[config.mk]
export PLATFORM = sky130hd
export DESIGN_NAME = program_memory_loader_flat
export DESIGN_NICKNAME = d
export VERILOG_FILES = /design/src/rtl/loader_pkg.sv /design/src/rtl/program_memory_loader_if.sv /design/src/rtl/byte_word_packer.sv /design/src/rtl/program_memory_loader.sv /design/src/flat_wrapper.sv
export SDC_FILE = /design/constraint.sdc
export NUM_CORES = 1
export LEC_CHECK = 0
export CELL_PAD_IN_SITES_DETAIL_PLACEMENT = 1
export CELL_PAD_IN_SITES_GLOBAL_PLACEMENT = 1
export CORE_UTILIZATION = 30
export DETAILED_ROUTE_END_ITERATION = 7
export PLACE_DENSITY = 0.68
export RECOVER_POWER = 50
export SLEW_MARGIN = 20
export SYNTH_ARGS = -nofsm -noshare
export SYNTH_HDL_FRONTEND = slang
export SYNTH_SLANG_ARGS = --single-unit
[constraint.sdc]
create_clock -name clk -period 2.1 [get_ports clk]
set_input_delay 0.21 -clock clk [delete_from_list [all_inputs] [get_ports clk]]
set_output_delay 0.21 -clock clk [all_outputs]
set_load 0.1 [all_outputs]
[src/rtl/loader_pkg.sv]
// rtl/loader_pkg.sv - shared state encoding and constants for the program memory loader
package loader_pkg;

  localparam int unsigned DEPTH_WORDS            = 128;
  localparam int unsigned ADDR_WIDTH             = $clog2(DEPTH_WORDS);
  localparam logic [7:0]  SYNC_BYTE              = 8'hA5;
  localparam int unsigned TIMEOUT_CYCLES_DEFAULT = 100000;

  typedef enum logic [2:0] {
    SYNC,
    COUNT,
    DATA,
    CKSUM,
    DONE,
    ERROR
  } loader_state_e;

endpackage

[src/rtl/program_memory_loader_if.sv]
// rtl/program_memory_loader_if.sv - byte stream in and program memory write port out
interface program_memory_loader_if;
  import loader_pkg::*;

  logic                  rx_valid;
  logic [7:0]            rx_data;
  logic                  rx_ready;
  logic                  mem_we;
  logic [ADDR_WIDTH-1:0] mem_addr;
  logic [31:0]           mem_wdata;

  modport master (
    output rx_valid, rx_data,
    input  rx_ready, mem_we, mem_addr, mem_wdata
  );

  modport slave (
    input  rx_valid, rx_data,
    output rx_ready, mem_we, mem_addr, mem_wdata
  );

endinterface

[src/rtl/byte_word_packer.sv]
// rtl/byte_word_packer.sv - assembles four stream bytes into one 32-bit word, first byte in [31:24]
module byte_word_packer (
  input  logic        clk,
  input  logic        reset_n,
  input  logic        clear,
  input  logic        byte_valid,
  input  logic [7:0]  byte_data,
  output logic        word_valid,
  output logic [31:0] word_data
);

  logic [1:0]  idx_q, idx_d;
  logic [31:0] shift_q, shift_d;

  always_ff @(posedge clk or negedge reset_n) begin
    if (!reset_n) begin
      idx_q   <= 2'd0;
      shift_q <= 32'd0;
    end else begin
      idx_q   <= idx_d;
      shift_q <= shift_d;
    end
  end

  always_comb begin
    idx_d   = idx_q;
    shift_d = shift_q;
    if (clear) begin
      idx_d = 2'd0;
    end else if (byte_valid) begin
      shift_d[31 - 8*idx_q -: 8] = byte_data;
      idx_d                      = idx_q + 2'd1;
    end
  end

  // The completed word is presented in the same cycle as its last byte.
  assign word_valid = byte_valid && !clear && (idx_q == 2'd3);
  assign word_data  = shift_d;

endmodule

[src/rtl/program_memory_loader.sv]
// rtl/program_memory_loader.sv - boot loader filling the instruction store from a framed byte stream
// Optional trailing XOR checksum byte enabled by LOADER_CHECKSUM_EN.
module program_memory_loader
  import loader_pkg::*;
#(
  parameter int unsigned TIMEOUT_CYCLES = TIMEOUT_CYCLES_DEFAULT
) (
  input  logic                  clk,
  input  logic                  reset_n,
  input  logic                  start,
  program_memory_loader_if.slave bus,
  output logic                  cpu_hold,
  output logic                  load_done,
  output logic                  load_error,
  output logic [ADDR_WIDTH:0]   words_loaded
);

  localparam int unsigned   TW        = $clog2(TIMEOUT_CYCLES + 1);
  localparam logic [TW-1:0] IDLE_LAST = TW'(TIMEOUT_CYCLES - 1);

  loader_state_e         state_q, state_d;
  logic                  rx_ready_q, rx_ready_d;
  logic                  mem_we_q, mem_we_d;
  logic [ADDR_WIDTH-1:0] mem_addr_q, mem_addr_d;
  logic [31:0]           mem_wdata_q, mem_wdata_d;
  logic                  cpu_hold_q, cpu_hold_d;
  logic                  load_done_q, load_done_d;
  logic                  load_error_q, load_error_d;
  logic [ADDR_WIDTH:0]   words_loaded_q, words_loaded_d;
  logic [ADDR_WIDTH:0]   count_q, count_d;
  logic [TW-1:0]         idle_q, idle_d;
`ifdef LOADER_CHECKSUM_EN
  logic [7:0]            xor_q, xor_d;
`endif

  logic        xfer, in_frame, timeout, last_word;
  logic        word_valid;
  logic [31:0] word_data;

  assign xfer      = bus.rx_valid && rx_ready_q;
  assign in_frame  = state_q inside {COUNT, DATA, CKSUM};
  assign timeout   = in_frame && !xfer && (idle_q == IDLE_LAST);
  assign last_word = word_valid && ((words_loaded_q + 1'b1) == count_q);

  byte_word_packer u_packer (
    .clk        (clk),
    .reset_n    (reset_n),
    .clear      (state_q != DATA),
    .byte_valid (xfer && (state_q == DATA)),
    .byte_data  (bus.rx_data),
    .word_valid (word_valid),
    .word_data  (word_data)
  );

  always_ff @(posedge clk or negedge reset_n) begin
    if (!reset_n) begin
      state_q        <= SYNC;
      rx_ready_q     <= 1'b0;
      mem_we_q       <= 1'b0;
      mem_addr_q     <= '0;
      mem_wdata_q    <= 32'd0;
      cpu_hold_q     <= 1'b1;
      load_done_q    <= 1'b0;
      load_error_q   <= 1'b0;
      words_loaded_q <= '0;
      count_q        <= '0;
      idle_q         <= '0;
`ifdef LOADER_CHECKSUM_EN
      xor_q          <= 8'd0;
`endif
    end else begin
      state_q        <= state_d;
      rx_ready_q     <= rx_ready_d;
      mem_we_q       <= mem_we_d;
      mem_addr_q     <= mem_addr_d;
      mem_wdata_q    <= mem_wdata_d;
      cpu_hold_q     <= cpu_hold_d;
      load_done_q    <= load_done_d;
      load_error_q   <= load_error_d;
      words_loaded_q <= words_loaded_d;
      count_q        <= count_d;
      idle_q         <= idle_d;
`ifdef LOADER_CHECKSUM_EN
      xor_q          <= xor_d;
`endif
    end
  end

  always_comb begin
    state_d = state_q;
    case (state_q)
      SYNC:  if (xfer && (bus.rx_data == SYNC_BYTE)) state_d = COUNT;
      COUNT: if (xfer) state_d = ((bus.rx_data == 8'd0) || (bus.rx_data > 8'(DEPTH_WORDS))) ? ERROR : DATA;
`ifdef LOADER_CHECKSUM_EN
      DATA:  if (last_word) state_d = CKSUM;
      CKSUM: if (xfer) state_d = (bus.rx_data == xor_q) ? DONE : ERROR;
`else
      DATA:  if (last_word) state_d = DONE;
`endif
      DONE:  if (start) state_d = SYNC;
      ERROR: if (start) state_d = SYNC;
      default: state_d = ERROR;
    endcase
    if (timeout) state_d = ERROR;
  end

  // Status outputs are decoded from the next state so they change together with it.
  always_comb begin
    rx_ready_d     = state_d inside {SYNC, COUNT, DATA, CKSUM};
    cpu_hold_d     = (state_d != DONE);
    load_done_d    = (state_d == DONE);
    load_error_d   = (state_d == ERROR);
    mem_we_d       = word_valid;
    mem_addr_d     = mem_addr_q;
    mem_wdata_d    = mem_wdata_q;
    words_loaded_d = words_loaded_q;
    count_d        = count_q;
    idle_d         = (in_frame && !xfer) ? idle_q + 1'b1 : '0;
    if (word_valid) begin
      mem_addr_d     = words_loaded_q[ADDR_WIDTH-1:0];
      mem_wdata_d    = word_data;
      words_loaded_d = words_loaded_q + 1'b1;
    end
    if (state_d == SYNC) words_loaded_d = '0;
    if ((state_q == COUNT) && xfer) count_d = bus.rx_data;
`ifdef LOADER_CHECKSUM_EN
    xor_d = xor_q;
    if (state_q == SYNC) xor_d = 8'd0;
    else if ((state_q == DATA) && xfer) xor_d = xor_q ^ bus.rx_data;
`endif
  end

  assign bus.rx_ready  = rx_ready_q;
  assign bus.mem_we    = mem_we_q;
  assign bus.mem_addr  = mem_addr_q;
  assign bus.mem_wdata = mem_wdata_q;
  assign cpu_hold      = cpu_hold_q;
  assign load_done     = load_done_q;
  assign load_error    = load_error_q;
  assign words_loaded  = words_loaded_q;

endmodule
[src/flat_wrapper.sv]
// flat-port wrapper written by rule: the top's interface ports become plain ports
module program_memory_loader_flat import loader_pkg::*;
#(
  parameter int unsigned TIMEOUT_CYCLES = TIMEOUT_CYCLES_DEFAULT
)
  (clk, reset_n, start, cpu_hold, load_done, load_error, words_loaded, bus_rx_valid, bus_rx_data, bus_rx_ready, bus_mem_we, bus_mem_addr, bus_mem_wdata);
  program_memory_loader_if bus_i ();
  input  logic clk;
  input  logic reset_n;
  input  logic start;
  output logic cpu_hold;
  output logic load_done;
  output logic load_error;
  output logic [ADDR_WIDTH:0] words_loaded;
  input wire logic [$bits(bus_i.rx_valid)-1:0] bus_rx_valid;
  input wire logic [$bits(bus_i.rx_data)-1:0] bus_rx_data;
  output wire logic [$bits(bus_i.rx_ready)-1:0] bus_rx_ready;
  output wire logic [$bits(bus_i.mem_we)-1:0] bus_mem_we;
  output wire logic [$bits(bus_i.mem_addr)-1:0] bus_mem_addr;
  output wire logic [$bits(bus_i.mem_wdata)-1:0] bus_mem_wdata;
  assign bus_i.rx_valid = bus_rx_valid;
  assign bus_i.rx_data = bus_rx_data;
  assign bus_rx_ready = bus_i.rx_ready;
  assign bus_mem_we = bus_i.mem_we;
  assign bus_mem_addr = bus_i.mem_addr;
  assign bus_mem_wdata = bus_i.mem_wdata;
  program_memory_loader #(.TIMEOUT_CYCLES(TIMEOUT_CYCLES)) u_core (.clk(clk), .reset_n(reset_n), .start(start), .bus(bus_i), .cpu_hold(cpu_hold), .load_done(load_done), .load_error(load_error), .words_loaded(words_loaded));
endmodule
### Word level (Yosys, flattened, before mapping)

Index checks and enable logic that the tools add are counted.

* memories kept: 0
* input port bits: 12
* flip-flop bits (word level): 114
* memory bits (read-only): 0
* word-level logic and storage cells: 72
* bits in writable memories: 0
* bits in latches: 0
* output and inout bits: 52

* multipliers: 0
* bitwise logic cells: 0
* reduce and logical (&&, ||, !) cells: 20
* shift-type cells: 2
* magnitude comparators: 1
* eq/ne operators: 16
* divide/modulo/power cells: 0
* mux-type cells: 15
* $add $sub $neg: 5

Operators with widths (count)
* 32-bit two-way mux: 2
* 8-bit by 34-bit variable shift with 39-bit output (first input constant): 1
* 8-bit by 34-bit indexed part select with 39-bit output: 1
* 32-bit negation with 34-bit output: 1
* 32-bit bitwise mux: 1
* 3-bit two-way mux: 6
* 17-bit by 1-bit adder with 17-bit output (second input constant): 1
* 17-bit == test (second input constant): 1
* 17-bit two-way mux: 1
* 8-bit two-way mux: 2
* 3-bit by 2-bit == test with 1-bit output (second input constant): 4
* 3-bit == test (second input constant): 4
* 3-bit case mux with 4 select lines: 1
* 1-bit logical AND: 9
* 8-bit by 1-bit adder with 8-bit output (second input constant): 1
* 8-bit == test: 1
* 8-bit == test (second input constant): 1
* 8-bit greater-than comparator (second input constant): 1
* 8-bit zero test: 1
* 3-bit by 1-bit == test with 1-bit output (second input constant): 2
* 3-bit zero test: 2
* 5-bit by 5-bit subtractor with 6-bit output (first input constant): 1
* 2-bit two-way mux: 2
* 2-bit nonzero test: 2
* other kinds (9): 10

### Longest topological paths before layout

Gate-level depths: netlist of the first run.

* word-level depth: 10
* mapped depth: 7
* mapped depth without buffers: 7

### By module

A second synthesis of the first run with hierarchy kept.

* cell total of the unflattened synthesis: 429
* area, all modules: 5410.2 um^2

By module, submodules not included
* program_memory_loader: sequential area each 2003.2 um^2, area an instance 3637.2 um^2, cells an instance 307, times used 1
* byte_word_packer: sequential area each 850.8 um^2, area an instance 1773.0 um^2, cells an instance 122, times used 1

### Least setup slack after synthesis of the first run

OpenSTA, ideal clock, no wires.

* kind: register to register
* from: register u_core.words_loaded_q[0], in the netlist u_core.words_loaded[0]
* to: register u_core.rx_ready_q, in the netlist u_core.bus.rx_ready
* library setup time: 120 ps
* arrival time: 2596 ps
* data required time: 1980 ps
* period minus slack after synthesis: 2715 ps
* path buffers: 0
* slack: -615 ps
* stages on the path, launching flop included: 7
* path through: dfrtp_1 -> ha_1 -> nand3_2 -> or3_4 -> a2111oi_4 -> o2111ai_2 -> and3_1

* word-level cells in the longest chain between the ends: 8
* elaborated cells between the ends (all ways): 11
* those cells by class: add/sub (1); eq/ne (4); mux (3); reduce/logical (3)

RTL lines
* start, declared: line program_memory_loader.sv:29 `logic [ADDR_WIDTH:0] words_loaded_q, words_loaded_d;`
* start signal, assigned: line program_memory_loader.sv:80 `words_loaded_q <= words_loaded_d;`
* 8-bit by 1-bit adder with 8-bit output *: line program_memory_loader.sv:43 `assign last_word = word_valid && ((words_loaded_q + 1'b1) == count_q);`
* 8-bit == test *: line program_memory_loader.sv:43
* 1-bit logical AND *: line program_memory_loader.sv:43
* 3-bit two-way mux *: line program_memory_loader.sv:98 `DATA: if (last_word) state_d = DONE;`
* 3-bit case mux with 4 select lines *: line program_memory_loader.sv:91 `case (state_q)`
* 3-bit two-way mux *: line program_memory_loader.sv:104 `if (timeout) state_d = ERROR;`
* 3-bit by 1-bit == test with 1-bit output (tied with other cells): line program_memory_loader.sv:109 `rx_ready_d = state_d inside {SYNC, COUNT, DATA, CKSUM};`
* 4-bit nonzero test *: line program_memory_loader.sv:109
* named net u_core.rx_ready_d: line program_memory_loader.sv:22 `logic rx_ready_q, rx_ready_d;`
* end signal, assigned: line program_memory_loader.sv:73 `rx_ready_q <= rx_ready_d;`
* end, declared: line program_memory_loader.sv:22

The timed path passes the listed nets; every way through them passes the cells marked *.
A chain may end at the register's enable or synchronous reset.

### Worst setup path after layout of the first run

* from: register u_core.words_loaded_q[0], in the netlist u_core.words_loaded[0]
* to: register u_core.cpu_hold_q, in the netlist u_core.cpu_hold

* word-level cells in the longest chain between the ends: 7

RTL lines
* 8-bit by 1-bit adder with 8-bit output: line program_memory_loader.sv:43
* 8-bit == test: line program_memory_loader.sv:43
* 1-bit logical AND: line program_memory_loader.sv:43
* 3-bit two-way mux: line program_memory_loader.sv:98
* 3-bit case mux with 4 select lines: line program_memory_loader.sv:91
* 3-bit two-way mux: line program_memory_loader.sv:104
* 3-bit inequality test: line program_memory_loader.sv:110 `cpu_hold_d = (state_d != DONE);`
* named net u_core.cpu_hold_d: line program_memory_loader.sv:26 `logic cpu_hold_q, cpu_hold_d;`
* end signal, assigned: line program_memory_loader.sv:77 `cpu_hold_q <= cpu_hold_d;`
* end, declared: line program_memory_loader.sv:26

The timed path passes the listed nets, and every way through them passes these cells.

==> run metrics, run 1 <==
status=complete, no violations; DR vias/cell=4.801; placed cell areas=5673 um2; R2R Setup Slk=0.05 ns; Max clock buf depth=2; I/O pin count=64; mean post-synth cell area=10.15 um2; first-pass GRT wire length=20,810 um; f_max=0.4887 GHz; non-filler instance count after layout=770; die height=127.4 um; syn nets=483; CTS Root Cell=clkbuf_16; Worst Setup End Kind=flip-flop; row count=45; Remaining DRCs=0; final antenna-violating net count=0; grt total ovfl=0; worst min path class=in2async; Via Count=3,697; DP HPWL=9005 um; vias in the first global route=3,951; #FFs+latches synth=106; layout cells sized above 1=23.26%; synth warn=0; number of port buffers=63; total power per unit cell area=802.0 nW/um2; placed insts=746; Hold WS=0.4583 ns; Leak=2.748 nW; CTS H-tree depth=3; Worst-Margin Slew=1.180 ns; DRT Wirelength=12,600 um; Top FF cell, synth=dfrtp_1; Final Hold Viols=0; clk sinks=106; core area=15,260 um2; Layout area overhead=26.19%; Post-Syn Instances=465; RePlAce Congestion=0.7548; Final Cycle Share=97.44%; Clk Latency, worst-skew pair=0.35 ns; Post-Syn Area=4720 um2; CP Cell Sequence=ha_4, nand3_4, or3_4, a2111oi_4, o2111ai_4, a31o_1; post-synth cell types=50; max_slew headroom=21.65%; Diodes inserted=0; TritonCTS Buffers=9; crit path time final=2.046 ns; initial antenna violation count=0; fin. max-slew vios=0; Pre-antenna DRT Iters=4; register clock-pin slew on the reported worst setup and hold paths=0.07 ns; pre-CTS WS=-0.2497 ns; critical path class=reg2reg; Synth area leader=dfrtp_1; ys async rst share=100.0%; Seq/Total Area, Yosys=56.23%; Die Span X=127.4 um; Wirelength per Cell=16.36 um; GRT Overall Usage=16.67%; Setup Skew=0.005995 ns; CP Launch Type=flip-flop; max incr delay on CP=0.44 ns; largest net degree at the start of global routing=49; DIE AREA=16,240 um2; Final Cell Area=5956 um2; Fillers=1,741; Peak VDD IR=440.0 uV; max capacitance violation total=0; Initial Utilization=30.93%; RSZ-0062 raised after global routing=yes; Yosys top cell area share=55.67%; critical path required time=2.38 ns; Worst path slowest cell=dfrtp_4; Final WS setup=0.05376 ns; DR iter-0 viols=211; number of synthesized flops with an enable pin=0; final setup vio count=0; critical path data arrival time=2.33 ns; TritonCTS clock tree=built; Layout Utilization=39.03%; top post-synthesis cells by area=dfrtp_1 56%, nand2_1 7.2%, nor2_1 4.7%; Crit Path Max Fanout=6; fin nets=572
sequential cells by signal, indices dropped and copies added (netlist names):
signal / cells
u_core.bus.mem_addr: 7
u_core.cpu_hold: 1
u_core.bus.rx_ready: 1
u_core.u_packer.idx_q: 2
u_core.state_q: 3
u_core.count_q: 8
u_core.idle_q: 17
u_core.words_loaded: 8
u_core.load_done: 1
u_core.bus.mem_wdata: 32
u_core.bus.mem_we: 1
u_core.load_error: 1
u_core.u_packer.shift_q: 24
layout make-up:
cell class | count | area, um2 | share of cell area [%]
repair buffers | 99 | 701.9 | 11.79
clock buffers | 13 | 270.3 | 4.538
clock inverters | 3 | 21.27 | 0.3571
flip-flops and latches | 106 | 2680 | 45.00
well taps | 211 | 264.0 | 4.433
multi-input cells | 332 | 1996 | 33.51
inverters | 6 | 22.52 | 0.3782
critical path, delay by kind of cell (launching register included):
family	cells	cell delay [ns]
AO/OA/AOI/OAI	3	0.90
flip-flops	1	0.44
AND/OR/NAND/NOR	2	0.46
adder cells (fa/ha/maj)	1	0.17
worst paths after layout:
check | from | end | cells past startpoint
worst min register to register | u_core.u_packer.shift_q[14]$_DFF_PN0_ | u_core.u_packer.shift_q[14]$_DFF_PN0_ | 2
min in group clk | u_core.u_packer.shift_q[14]$_DFF_PN0_ | u_core.u_packer.shift_q[14]$_DFF_PN0_ | 2
worst min-delay path | reset_n | u_core.bus.mem_wdata[10]$_DFFE_PN0P_ | 2
max in group asynchronous | reset_n | u_core.words_loaded[2]$_DFFE_PN0P_ | 3
worst max register to register | u_core.words_loaded[0]$_DFFE_PN0P_ | u_core.cpu_hold$_DFF_PN1_ | 6
worst max-delay path | u_core.words_loaded[0]$_DFFE_PN0P_ | u_core.cpu_hold$_DFF_PN1_ | 6
cells in the final DEF (no fill, tap or decap), types with 3 or more instances in the layout:
| master | synthesis | final |
|---|---|---|
| a21oi_1 | 9 | 9 |
| xor2_1 | 15 | 15 |
| and2_1 | 4 | 3 |
| a22o_1 | 9 | 9 |
| clkbuf_8 | 0 | 3 |
| ha_1 | 6 | 5 |
| xnor2_1 | 17 | 17 |
| clkdlybuf4s50_1 | 0 | 10 |
| dfrtp_4 | 0 | 6 |
| clkbuf_2 | 0 | 16 |
| dfrtp_2 | 0 | 3 |
| or3_1 | 3 | 3 |
| or4_1 | 3 | 3 |
| nor4_1 | 4 | 4 |
| nor2_1 | 59 | 58 |
| nand4_1 | 6 | 6 |
| nor3_1 | 5 | 5 |
| buf_4 | 1 | 59 |
| mux2_2 | 8 | 8 |
| o21ai_0 | 5 | 5 |
| dfrtp_1 | 105 | 96 |
| a31oi_1 | 26 | 26 |
| nand2_1 | 91 | 91 |
| clkbuf_16 | 0 | 9 |
| clkbuf_1 | 12 | 12 |
| inv_1 | 4 | 4 |
| nand3_1 | 31 | 30 |
report_power, final:
group | internal [mW] | leakage, nW | total (mW) | switching [mW]
clock network | 0.905 | 0.142 | 1.66 | 0.756
logic | 0.286 | 1.17 | 0.785 | 0.499
registers | 2.21 | 1.44 | 2.33 | 0.120
total | 3.40 | 2.75 | 4.78 | 1.37
metrics by stage:
step                setup TNS, ns  power [mW]
floorplan               -0.007442       2.849
global placement           -1.911       3.111
detailed placement         -2.914       3.152
CTS                             0       4.841
global route             -0.02266       5.023
finish                          0       4.777
metal layers:
| metal | GRT usage, % | share of wire [%] | up-vias |
|---|---|---|---|
| li1 | - | - | 1767 |
| met1 | 20.77 | 44 | 1873 |
| met2 | 28.48 | 51 | 44 |
| met3 | 3.811 | 2.9 | 13 |
| met4 | 5.462 | 1.5 | 0 |
| met5 | 0 | 0 | - |
synth_stat cells, types with 2 or more instances:
| library cell | count |
|---|---|
| a22o_1 | 9 |
| xor2_1 | 15 |
| nand3_1 | 31 |
| and2_1 | 4 |
| nor2_1 | 59 |
| a21oi_1 | 9 |
| inv_2 | 2 |
| clkbuf_1 | 12 |
| xnor2_1 | 17 |
| or3_1 | 3 |
| o21ai_0 | 5 |
| ha_1 | 6 |
| nor3b_1 | 2 |
| a31oi_1 | 26 |
| buf_1 | 2 |
| dfrtp_1 | 105 |
| mux2_2 | 8 |
| buf_2 | 6 |
| nand3_2 | 2 |
| inv_1 | 4 |
| nand2_1 | 91 |
| nor3_1 | 5 |
| or4_1 | 3 |
| and3_1 | 2 |
| nand4_1 | 6 |
| nor3_2 | 2 |
| nor4_1 | 4 |
| nand2b_1 | 2 |
| or3_4 | 2 |
timing repair:
item	4_1_cts	5_1_grt
gates resized for setup	0	4
hold endpoints to repair	38	0
hold buffers	1	0
buffers inserted	0	7
endpoints found under the setup margin	0	15
logic make-up (layout without fill, tap and decap cells):
group / Yosys count / after routing / synth area share, %
mux: 9 / 9 / 2.121
compound gates: 57 / 57 / 9.146
fa+ha+maj: 6 / 6 / 1.591
xor+xnor: 32 / 32 / 5.939
flops: 106 / 106 / 56.23
buf+inv: 27 / 121 / 2.386
simple gates: 228 / 228 / 22.59
No activity file was read; power rests on OpenSTA's default activity.
==> run 2: changes to the inputs <==
CAP_MARGIN = 30   (was unset)
==> results of run 2 <==
The final DEF is identical to that of run 1; final timing and power are the same.
